## src/rtl/mmu_walk_responder.sv

```systemverilog
// MMU page-table-walk responder.
// Accepts 32-bit walk reads from the MMU, forwards them as 8-byte-aligned
// reads to the memory arbiter, and returns the 64-bit words to the MMU in
// request order. The requests queued, outstanding and buffered together may
// never exceed DEPTH, so a returning word always has a slot waiting for it.
module mmu_walk_responder #(
  parameter int DEPTH = 4,
  parameter int CW    = 3
) (
  input  logic        iCLOCK,
  input  logic        inRESET,
  // MMU walk request side
  input  logic        iMMU_REQ,
  output logic        oMMU_LOCK,
  input  logic [31:0] iMMU_ADDR,
  // MMU response side
  output logic        oMMU_VALID,
  input  logic        iMMU_LOCK,
  output logic [63:0] oMMU_DATA,
  // memory request side
  output logic        oMEM_REQ,
  input  logic        iMEM_LOCK,
  output logic [31:0] oMEM_ADDR,
  // memory return side
  input  logic        iMEM_VALID,
  output logic        oMEM_LOCK,
  input  logic [63:0] iMEM_DATA,
  // status
  output logic        oBUSY,
  output logic        oERROR
);

  localparam int PW = (DEPTH > 1) ? $clog2(DEPTH) : 1;
  localparam logic [CW-1:0] FULL_CNT = CW'(DEPTH);
  localparam logic [CW-1:0] ONE_CNT  = CW'(1);
  localparam logic [PW-1:0] ONE_PTR  = PW'(1);

  // Request FIFO: walk addresses waiting to be issued to memory
  logic [31:0]   req_mem [DEPTH];
  logic [PW-1:0] req_wptr_reg, req_wptr_next;
  logic [PW-1:0] req_rptr_reg, req_rptr_next;
  logic [CW-1:0] req_cnt_reg,  req_cnt_next;

  // Reads issued to memory whose data has not come back yet
  logic [CW-1:0] out_cnt_reg,  out_cnt_next;

  // Response FIFO: memory words waiting for the MMU
  logic [63:0]   rsp_mem [DEPTH];
  logic [PW-1:0] rsp_wptr_reg, rsp_wptr_next;
  logic [PW-1:0] rsp_rptr_reg, rsp_rptr_next;
  logic [CW-1:0] rsp_cnt_reg,  rsp_cnt_next;

  logic          error_reg,    error_next;

  logic [CW-1:0] used;
  logic          mmu_lock;
  logic          mem_req;
  logic          mem_lock;
  logic          mmu_valid;
  logic [31:0]   req_head;
  logic [63:0]   rsp_head;

  logic          accept;
  logic          issue;
  logic          capture;
  logic          stray;
  logic          pop;

  // Credit and handshake decode; everything here comes from registers or
  // from the partner's LOCK/VALID, never from iMMU_REQ into oMMU_LOCK.
  always_comb begin
    used      = req_cnt_reg + out_cnt_reg + rsp_cnt_reg;
    mmu_lock  = (used == FULL_CNT);
    mem_req   = (req_cnt_reg != '0);
    mem_lock  = (rsp_cnt_reg == FULL_CNT);
    mmu_valid = (rsp_cnt_reg != '0);
    req_head  = req_mem[req_rptr_reg];
    rsp_head  = rsp_mem[rsp_rptr_reg];

    accept    = iMMU_REQ && !mmu_lock;
    issue     = mem_req && !iMEM_LOCK;
    capture   = iMEM_VALID && !mem_lock && (out_cnt_reg != '0);
    stray     = iMEM_VALID && (out_cnt_reg == '0);
    pop       = mmu_valid && !iMMU_LOCK;
  end

  // Next-state for pointers, counters and the sticky error flag
  always_comb begin
    req_wptr_next = req_wptr_reg;
    req_rptr_next = req_rptr_reg;
    req_cnt_next  = req_cnt_reg;
    out_cnt_next  = out_cnt_reg;
    rsp_wptr_next = rsp_wptr_reg;
    rsp_rptr_next = rsp_rptr_reg;
    rsp_cnt_next  = rsp_cnt_reg;
    error_next    = error_reg || stray;

    if (accept) begin
      req_wptr_next = req_wptr_reg + ONE_PTR;
    end
    if (issue) begin
      req_rptr_next = req_rptr_reg + ONE_PTR;
    end
    if (accept && !issue) begin
      req_cnt_next = req_cnt_reg + ONE_CNT;
    end else if (!accept && issue) begin
      req_cnt_next = req_cnt_reg - ONE_CNT;
    end

    if (issue && !capture) begin
      out_cnt_next = out_cnt_reg + ONE_CNT;
    end else if (!issue && capture) begin
      out_cnt_next = out_cnt_reg - ONE_CNT;
    end

    if (capture) begin
      rsp_wptr_next = rsp_wptr_reg + ONE_PTR;
    end
    if (pop) begin
      rsp_rptr_next = rsp_rptr_reg + ONE_PTR;
    end
    if (capture && !pop) begin
      rsp_cnt_next = rsp_cnt_reg + ONE_CNT;
    end else if (!capture && pop) begin
      rsp_cnt_next = rsp_cnt_reg - ONE_CNT;
    end
  end

  // Control state; reset discards every queued, outstanding and buffered entry
  always_ff @(posedge iCLOCK or negedge inRESET) begin
    if (!inRESET) begin
      req_wptr_reg <= '0;
      req_rptr_reg <= '0;
      req_cnt_reg  <= '0;
      out_cnt_reg  <= '0;
      rsp_wptr_reg <= '0;
      rsp_rptr_reg <= '0;
      rsp_cnt_reg  <= '0;
      error_reg    <= 1'b0;
    end else begin
      req_wptr_reg <= req_wptr_next;
      req_rptr_reg <= req_rptr_next;
      req_cnt_reg  <= req_cnt_next;
      out_cnt_reg  <= out_cnt_next;
      rsp_wptr_reg <= rsp_wptr_next;
      rsp_rptr_reg <= rsp_rptr_next;
      rsp_cnt_reg  <= rsp_cnt_next;
      error_reg    <= error_next;
    end
  end

  // Request storage; contents need no reset because the count gates every read
  always_ff @(posedge iCLOCK) begin
    if (accept) begin
      req_mem[req_wptr_reg] <= iMMU_ADDR;
    end
  end

  // Response storage; written only for solicited, accepted memory data
  always_ff @(posedge iCLOCK) begin
    if (capture) begin
      rsp_mem[rsp_wptr_reg] <= iMEM_DATA;
    end
  end

  // Outputs; address and data are forced to zero when their FIFO is empty so
  // stale storage never leaks onto the buses
  always_comb begin
    oMMU_LOCK  = mmu_lock;
    oMEM_REQ   = mem_req;
    oMEM_ADDR  = mem_req ? {req_head[31:3], 3'b000} : 32'd0;
    oMEM_LOCK  = mem_lock;
    oMMU_VALID = mmu_valid;
    oMMU_DATA  = mmu_valid ? rsp_head : 64'd0;
    oBUSY      = (used != '0);
    oERROR     = error_reg;
  end

endmodule

```

## config.mk

```make
export PLATFORM = sky130hd
export DESIGN_NAME = mmu_walk_responder
export DESIGN_NICKNAME = d
export VERILOG_FILES = /design/src/rtl/mmu_walk_responder.sv
export SDC_FILE = /design/constraint.sdc
export NUM_CORES = 1
export LEC_CHECK = 0
export ABC_AREA = 0
export CAP_MARGIN = 20
export CORE_MARGIN = 2
export CORE_UTILIZATION = 40
export CTS_CLUSTER_DIAMETER = 120
export DETAILED_ROUTE_END_ITERATION = 10
export HOLD_SLACK_MARGIN = 0.12
export RECOVER_POWER = 50
export SETUP_SLACK_MARGIN = 0.5
export SLEW_MARGIN = 20
export SYNTH_ARGS = -nofsm -noshare
export SYNTH_HDL_FRONTEND = slang
export SYNTH_SLANG_ARGS = --single-unit
```

## constraint.sdc

```tcl
create_clock -name iCLOCK -period 4.4 [get_ports iCLOCK]
set_clock_uncertainty 0.15 [all_clocks]
set_input_delay 0.44 -clock iCLOCK [delete_from_list [all_inputs] [get_ports iCLOCK]]
set_output_delay 0.44 -clock iCLOCK [all_outputs]
set_load 0.01 [all_outputs]
```

==> key figures <==
Status
  • Status: finished with violations
  • Failing checks: capacitance limit, slew limit

Critical path
  • Crit path max-delay cell type: clkbuf_1
  • Crit. End Element: output port
  • Worst EP required: 3.81 ns
  • Critical Path Stages: 4
  • Kind of critical path: register to output port
  • Reg2reg start: req_cnt_reg[0]
  • FF-to-FF setup slack: 0.63 ns
  • Worst Path Max Fanout: 31
  • Startpoint Class: register
  • Crit path largest cell delay: 1.28 ns
  • Reg2Reg Depth: 10
  • Crit-path leading delay family: buffers and inverters
  • Reg-to-Reg End: req_cnt_reg[2]
  • CP Buf/Inv Count: 2
  • Crit-path cells: nor3_2, clkbuf_1, nor2b_1, clkdlybuf4s50_1
  • Crit path arrival time: 3.26 ns

Power
  • Power, Total: 0.01428 W
  • Pleak: 6.339 nW
  • Pwr/cell area: 744.8 nW/um2
  • Max IR drop VDD: 420.9 uV

STA
  • Worst hold slack: 0.3042 ns
  • RSZ-0062 raised after global routing: no
  • Min Tclk post-route: 3.850 ns
  • Fin worst setup slack: 0.5503 ns
  • Slew headroom: -34.53%
  • Endpoints failing setup: 0
  • Max Freq: 0.2598 GHz
  • Hold Violations, Final: 0
  • Least-Margin Pin Slew: 2.018 ns
  • Final Cycle Share: 87.49%
  • Slew Limit Fails: 115
  • Setup TNS: 0 ns

Floorplanning
  • I/O pin count: 204
  • Die Y: 199.0 um
  • # rows: 71
  • Core ar.: 37,580 um2
  • Die area: 39,600 um2
  • Die Width: 199.0 um
  • Initial Util: 40.48%

Routing
  • Vias per cell: 4.896
  • DR pass1 iterations: 4
  • Residual DRC count: 0
  • Vias: 7,168
  • Final wirelength: 29,750 um
  • Avg WL per Cell: 20.32 um
  • ANT nets after route: 0
  • Drt first-iter violations: 465

Clock network
  • Clock-pin slew on the worst setup and hold paths: 0.06 ns
  • Clock Sinks: 390
  • Hold-fix buffers, CTS: 0
  • Post-CTS Setup Bufs: 0
  • CTS Buf Count: 42
  • Clk_lat worst skew: 0.54 ns
  • CTS-repair resized insts: 0
  • CTS root buffer: clkbuf_16
  • Maximum clock path buffer count: 3
  • CTS tree: done
  • H-tree levels: 2

Logic synthesis
  • Yosys reg bits: 390
  • Mean Syn Cell Area: 21.98 um2
  • Mapped Area: 15,210 um2
  • Yosys warnings: 0
  • Cells after Synth: 692
  • Distinct cells, synth: 30
  • Seq/Total Area, Yosys: 76.40%

Global route
  • Initial antenna violation count: 5
  • Largest net degree at the start of global routing: 65
  • Vias in the first global route: 7,566
  • Global-route wire length before repair: 44,790 um
  • Congestion Overflow GR: 0
  • Gr usage total: 15.16%

Place
  • Placer Congestion: 0.6798
  • Place WS: 1.164 ns
  • Input/output buffers: 197
  • Hpwl dp: 17,670 um
  • Placed cells: 1,386

Layout
  • Final net count: 1,038
  • Max reg flops: 256
  • Final non-filler cell total: 1,464
  • Fillers: 3,033
  • Leading cell type in the layout, fill and taps excluded: edfxtp_1
  • Top flop regs: rsp_mem x256, req_mem x116
  • Register bank with the most flops: rsp_mem
  • Synthesis-to-finish area growth: 26.06%
  • Layout cells sized above 1: 19.47%
  • Most frequent cells in the layout: edfxtp_1 (372), clkdlybuf4s50_1 (102), dlygate4sd3_1 (95)

Job
  • Max-cap violation count: 3

Hold path
  • HP Start: oERROR
  • Hold Crit Endpoint: oERROR
  • Hold path cells: 1
  • Worst Hold Class: register to register
==> metrics by stage <==
step	cell area, um2	utilization (%)
after floorplan	15220	-
after global placement	17870	47.55
after detailed placement	17870	47.55
after CTS	19190	51.08
after global routing	19170	51.01
final	19170	51.03
==> power breakdown <==
group          internal, W  total, W  switching, W
Combinational      0.00298   0.00542       0.00243
Clock              0.00195   0.00336       0.00140
Sequential         0.00509   0.00551      0.000424
Total               0.0100    0.0143       0.00426
==> metal layers <==
layer,up-vias,part of all wire [%],track usage (%)
li1,3204,-,-
met1,3736,42,19.60
met2,169,50,25.85
met3,53,5.0,3.442
met4,6,2.1,4.174
met5,-,0.15,0
==> cell usage after synthesis <==
| library cell | n | area share (%) |
|---|---|---|
| fa_1 | 5 | 0.66 |
| nor3_1 | 3 | 0.099 |
| o21ai_0 | 1 | 0.033 |
| buf_4 | 4 | 0.20 |
| o22ai_2 | 1 | 0.082 |
| o31a_4 | 1 | 0.12 |
| xor2_4 | 1 | 0.18 |
| buf_6 | 4 | 0.30 |
| inv_1 | 15 | 0.37 |
| nand2_1 | 5 | 0.12 |
| buf_2 | 11 | 0.36 |
| clkbuf_1 | 14 | 0.35 |
| conb_1 | 1 | 0.025 |
| a21o_1 | 1 | 0.049 |
| nor2_1 | 5 | 0.12 |
| dfrtp_1 | 18 | 3.0 |
| and2_1 | 71 | 2.9 |
| xnor2_2 | 2 | 0.21 |
| nor3b_1 | 1 | 0.049 |
| xnor2_1 | 6 | 0.35 |
| xnor3_2 | 1 | 0.16 |
| edfxtp_1 | 372 | 73 |
| xor2_1 | 8 | 0.46 |
| mux2_2 | 3 | 0.22 |
| ha_1 | 12 | 0.99 |
| and2_4 | 1 | 0.058 |
| mux4_2 | 93 | 14 |
| nor2b_1 | 30 | 1.2 |
| nor3b_2 | 1 | 0.082 |
| or3_1 | 1 | 0.041 |
==> how the worst max path moves through the flow <==
| stage | from | end | slack (ns) |
|---|---|---|---|
| finish | req_cnt_reg[0] | oMEM_ADDR[12] | 0.55 |
| global route | req_cnt_reg[0] | oMEM_ADDR[26] | 0.30 |
| CTS | req_cnt_reg[1] | oMMU_LOCK | 0.65 |
| detailed placement | req_cnt_reg[1] | req_cnt_reg[1] | 1.16 |
| global placement | req_cnt_reg[1] | req_cnt_reg[1] | 1.19 |
| floorplan | rsp_cnt_reg[2] | rsp_mem[0][0] | 1.26 |
==> area by class of cell <==
class / count / area (um2) / share of cell area, %
clock inverter: 24 / 239.0 / 1.246
tap: 511 / 639.4 / 3.334
clock buffer: 51 / 1085 / 5.657
antenna: 3 / 7.507 / 0.03915
multi-input combinational: 256 / 3363 / 17.54
timing repair buffer: 214 / 2156 / 11.24
inverter: 15 / 56.30 / 0.2936
sequential: 390 / 11630 / 60.65
==> cell families after synthesis <==
group / Yosys count / synth area share, %
simple gates: 118 / 4.730
buf+inv: 48 / 1.571
flops: 390 / 76.40
compound gates: 4 / 0.2797
mux: 96 / 13.99
xor+xnor: 18 / 1.357
other cells: 1 / 0.02465
fa+ha+maj: 17 / 1.645
No activity file was read; power rests on OpenSTA's default activity.
==> edit 1: new RTL, same flow settings <==
Register the inputs `iMMU_REQ`, `iMMU_ADDR`, `iMMU_LOCK`, `iMEM_LOCK`, `iMEM_VALID` and `iMEM_DATA` before use. The logic sees them one clock later.
--- a/src/rtl/mmu_walk_responder.sv
+++ b/src/rtl/mmu_walk_responder.sv
@@ -35,4 +35,20 @@
   localparam logic [CW-1:0] ONE_CNT  = CW'(1);
   localparam logic [PW-1:0] ONE_PTR  = PW'(1);
+
+  logic iMMU_REQ_q;
+  logic [31:0] iMMU_ADDR_q;
+  logic iMMU_LOCK_q;
+  logic iMEM_LOCK_q;
+  logic iMEM_VALID_q;
+  logic [63:0] iMEM_DATA_q;
+
+  always_ff @(posedge iCLOCK) begin
+    iMMU_REQ_q   <= iMMU_REQ;
+    iMMU_ADDR_q  <= iMMU_ADDR;
+    iMMU_LOCK_q  <= iMMU_LOCK;
+    iMEM_LOCK_q  <= iMEM_LOCK;
+    iMEM_VALID_q <= iMEM_VALID;
+    iMEM_DATA_q  <= iMEM_DATA;
+  end
 
   // Request FIFO: walk addresses waiting to be issued to memory
@@ -78,9 +94,9 @@
     rsp_head  = rsp_mem[rsp_rptr_reg];
 
-    accept    = iMMU_REQ && !mmu_lock;
-    issue     = mem_req && !iMEM_LOCK;
-    capture   = iMEM_VALID && !mem_lock && (out_cnt_reg != '0);
-    stray     = iMEM_VALID && (out_cnt_reg == '0);
-    pop       = mmu_valid && !iMMU_LOCK;
+    accept    = iMMU_REQ_q && !mmu_lock;
+    issue     = mem_req && !iMEM_LOCK_q;
+    capture   = iMEM_VALID_q && !mem_lock && (out_cnt_reg != '0);
+    stray     = iMEM_VALID_q && (out_cnt_reg == '0);
+    pop       = mmu_valid && !iMMU_LOCK_q;
   end
 
@@ -153,5 +169,5 @@
   always_ff @(posedge iCLOCK) begin
     if (accept) begin
-      req_mem[req_wptr_reg] <= iMMU_ADDR;
+      req_mem[req_wptr_reg] <= iMMU_ADDR_q;
     end
   end
@@ -160,5 +176,5 @@
   always_ff @(posedge iCLOCK) begin
     if (capture) begin
-      rsp_mem[rsp_wptr_reg] <= iMEM_DATA;
+      rsp_mem[rsp_wptr_reg] <= iMEM_DATA_q;
     end
   end
Function: changed (Yosys sat finds a counterexample within 4 cycles, from zero or initial values and one cycle with inRESET low).
==> edit 1 against the original RTL <==
- wire length rose by 7.5%
- power rose by 12%
- sequential cell count rose by 97
- sequential power rose by 17%
- final area rose by 13%
- critical path depth rose by 4
- die area rose by 13%
- non-clock buffer count rose by 24
- synthesized area rose by 13%
- worst setup slack improved by 140 ps
- critical path type unchanged
- critical endpoint is now oMMU_LOCK
==> edit 1: results (changes against the original RTL) <==
| Metric | Value |
|---|---|
| Met3 global-route usage | `0.0308 (-0.00364)` |
| Peak supply drop | `0.358 mV (-15%)` |
| Count of placed standard cells including taps | `1515 (+9.3%)` |
| Xor-xnor portion of the synthesized cell area | `0.0120 (-0.00154)` |
| Largest registers | `rsp_mem x256, req_mem x116, iMEM_DATA_q x64` |
| Count of different cell masters after synthesis | `31 (+3.3%)` |
| Top cells by count, synth | `edfxtp_1 (372), dfxtp_1 (97), mux4_2 (93), and2_1 (71), nor2b_1 (30)` |
| Filler instances | `3408 (+12%)` |
| Max layer used | `met4` |
| Estimated wirelength of the detail-placed design | `19.1 mm (+8.4%)` |
| Clock group share of total power | `0.260 (+0.025)` |
| Synthesis-stage register bit count | `487 (+25%)` |
| Cells on worst reg2reg path | `11 (+1)` |
| Layout Nets | `1168 (+13%)` |
| Number of buffers inserted for hold repair after clock tree synthesis | `20 (+20)` |
| Metal1 wirelength | `13.6 mm (+7.2%)` |
| Standby leakage power | `7.43 nW (+17%)` |
| Outcome | `finished clean` |
| Portion of total power attributed to sequential cells | `0.403 (+0.017)` |
| Hold Crit Start | `iMEM_DATA[18]` |
| Cell area after layout | `21700 sq um (+13%)` |
| Multi-input combinational area share | `0.156 (-0.0198)` |
| Met3 Wirelength | `1.74 mm (+16%)` |
| Initial DRC Count | `385 (-17%)` |
| Worst skew pair latency | `580 ps (+40 ps)` |
| Mux contribution to synthesized area | `0.124 (-0.0158)` |
| Post-synthesis async set-or-reset flop share | `0.0370 (-0.00919)` |
| Initial antenna violation count | `4 (-1)` |
| Post-synthesis instance total | `789 (+14%)` |
| Met2 demand-to-capacity share in global routing | `0.249 (-0.00984)` |
| Share of final-layout standard cells stronger than drive strength 1 | `0.191 (-0.00391)` |
| Worst R2R Start | `req_cnt_reg[1]` |
| Critical Path Slowest Stage Cell | `clkdlybuf4s50_1` |
| Minimum hold slack | `257 ps (-47.2 ps)` |
| Post-synthesis sequential area ratio | `0.791 (+0.0267)` |
| Clock-cell share of area | `0.0764 (+0.00737)` |
| Inserted Diodes | `2 (-1)` |
## edit 1: changes by cell type after synthesis, sizes merged
cell   before  now
dfxtp       0   97
## edit 1: how the worst max path moves through the flow
stage / slack [ps] / to / startpoint / cells after the start
6_report: 690 / oMMU_LOCK / req_cnt_reg[1] / 8
5_1_grt: 550 / oMMU_LOCK / req_cnt_reg[1] / 8
4_1_cts: 610 / oMMU_LOCK / req_cnt_reg[1] / 8
3_5_place_dp: 1200 / req_cnt_reg[1] / req_cnt_reg[1] / 11
3_3_place_gp: 1200 / req_cnt_reg[1] / req_cnt_reg[1] / 11
2_1_floorplan: 1260 / rsp_mem[0][0] / rsp_cnt_reg[2] / 3
## edit 1: cells by family after synthesis
logic type,Yosys count
muxes,96
AOI/OAI and AO/OA,4
buffers and inverters,48
adders and majority gates,17
and+or+nand+nor,118
xor gates and xnor gates,18
DFF,487
other,1
==> edit 2: new RTL, same flow settings <==
Without the edit above. Change the parameter `CW` from 3 to 5.
--- a/src/rtl/mmu_walk_responder.sv
+++ b/src/rtl/mmu_walk_responder.sv
@@ -6,5 +6,5 @@
 module mmu_walk_responder #(
   parameter int DEPTH = 4,
-  parameter int CW    = 3
+  parameter int CW    = 5
 ) (
   input  logic        iCLOCK,
Check against the original RTL: no difference found for any inputs over 4 cycles, from zero or initial values and one cycle with inRESET low; that may be too few to reach the edited logic, so the function may still have changed.
==> edit 2 against the original RTL <==
- wire length is 7.3% higher
- final area is 3.4% higher
- the flow still finishes with violations (capacitance limit, slew limit)
- highest routed layer unchanged
- synthesized area is 3.7% higher
- register-to-register slack better by 20 ps
- global-route usage is 0.72 points higher
- power is 1.6% higher
- sequential power is 2% higher
- non-clock buffer count is 7 higher
- worst setup slack better by 69 ps
- maximum frequency is 1.8% higher
- critical path depth is 1 higher
- synthesized cell count is 8.7% higher
- sequential cell count is 6 higher
- critical endpoint is now oMMU_DATA[50]
- via count is 4.9% higher
==> edit 2: results (changes against the original RTL) <==
| Metric | Value |
|---|---|
| Synth Area in Adders | `0.0284 (+0.0120)` |
| Filler instances | `3183 (+4.9%)` |
| Tightest slew margin relative to the limit | `-0.442 (-0.0967)` |
| Total global-route track usage | `0.159 (+0.00718)` |
| Mux contribution to synthesized area | `0.136 (-0.00398)` |
| Worst R2R Start | `out_cnt_reg[0]` |
| Wire length of the first global-routing pass | `48.9 mm (+9.2%)` |
| Cells on worst reg2reg path | `5 (-5)` |
| Maximum fanout count along the critical path | `53 (+71%)` |
| Area taken by multi-input logic gates | `3800 sq um (+13%)` |
| Outcome | `complete, but fails checks` |
| Multi-input logic cell count | `307 (+20%)` |
| CP peak stage delay | `680 ps (-600 ps)` |
| Length of the first detailed-routing pass in iterations | `5 (+1)` |
| Via count | `7522 (+4.9%)` |
| Ranking of synthesized cells by area | `edfxtp_1 (71%), mux4_2 (13%), dfrtp_1 (3.8%), nor2b_1 (2.7%), ha_1 (1.8%)` |
| Clock-cell share of area | `0.0668 (-0.00227)` |
| Number of clock buffers in the layout | `58 (+14%)` |
| Number of pins with negative max-slew slack in the final report | `43 (-63%)` |
| Worst setup path endpoint | `oMMU_DATA[50]` |
| Max-cap check violation count | `1 (-2)` |
| Failing checks | `capacitance limit, slew limit` |
| Worst setup path start | `rsp_cnt_reg[0]` |
| Critical Path Slowest Stage Cell | `and2b_1` |
| Worst setup slack for register-to-register paths | `650 ps (+20 ps)` |
| Post-synthesis async set-or-reset flop share | `0.0606 (+0.0145)` |
| Post-synthesis compound-gate area fraction | `0.00921 (+0.00641)` |
| Initial antenna violation count | `9 (+4)` |
| Data arrival time of the critical path | `3190 ps (-70 ps)` |
[edit 2: through the flow]
stage | utilization | std cells | cell area [sq um]
global placement | 0.476 | 1452 | 18400
detailed placement | 0.476 | 1452 | 18400
CTS | 0.510 | 1530 | 19800
floorplan | - | 754 | 15800
finish | 0.512 | 1538 | 19800
global route | 0.512 | 1536 | 19800
[edit 2: per-layer routing]
metal | vias up | global-route usage | share of wire
met2 | 174 | 0.251 | 0.48
met4 | 8 | 0.0519 | 0.018
met1 | 3855 | 0.211 | 0.43
met3 | 45 | 0.0482 | 0.066
li1 | 3440 | - | -
met5 | - | 0 | 0.0017
[edit 2: power groups by stage]
| stage | Clock, W | Sequential, W | Combinational (W) |
|---|---|---|---|
| finish | 0.00336 | 0.00562 | 0.00552 |
| detailed placement | 0 | 0.00572 | 0.00559 |
| floorplan | 0 | 0.00541 | 0.00340 |
| global route | 0.00362 | 0.00573 | 0.00604 |
| CTS | 0.00346 | 0.00565 | 0.00561 |
| global placement | 0 | 0.00568 | 0.00558 |
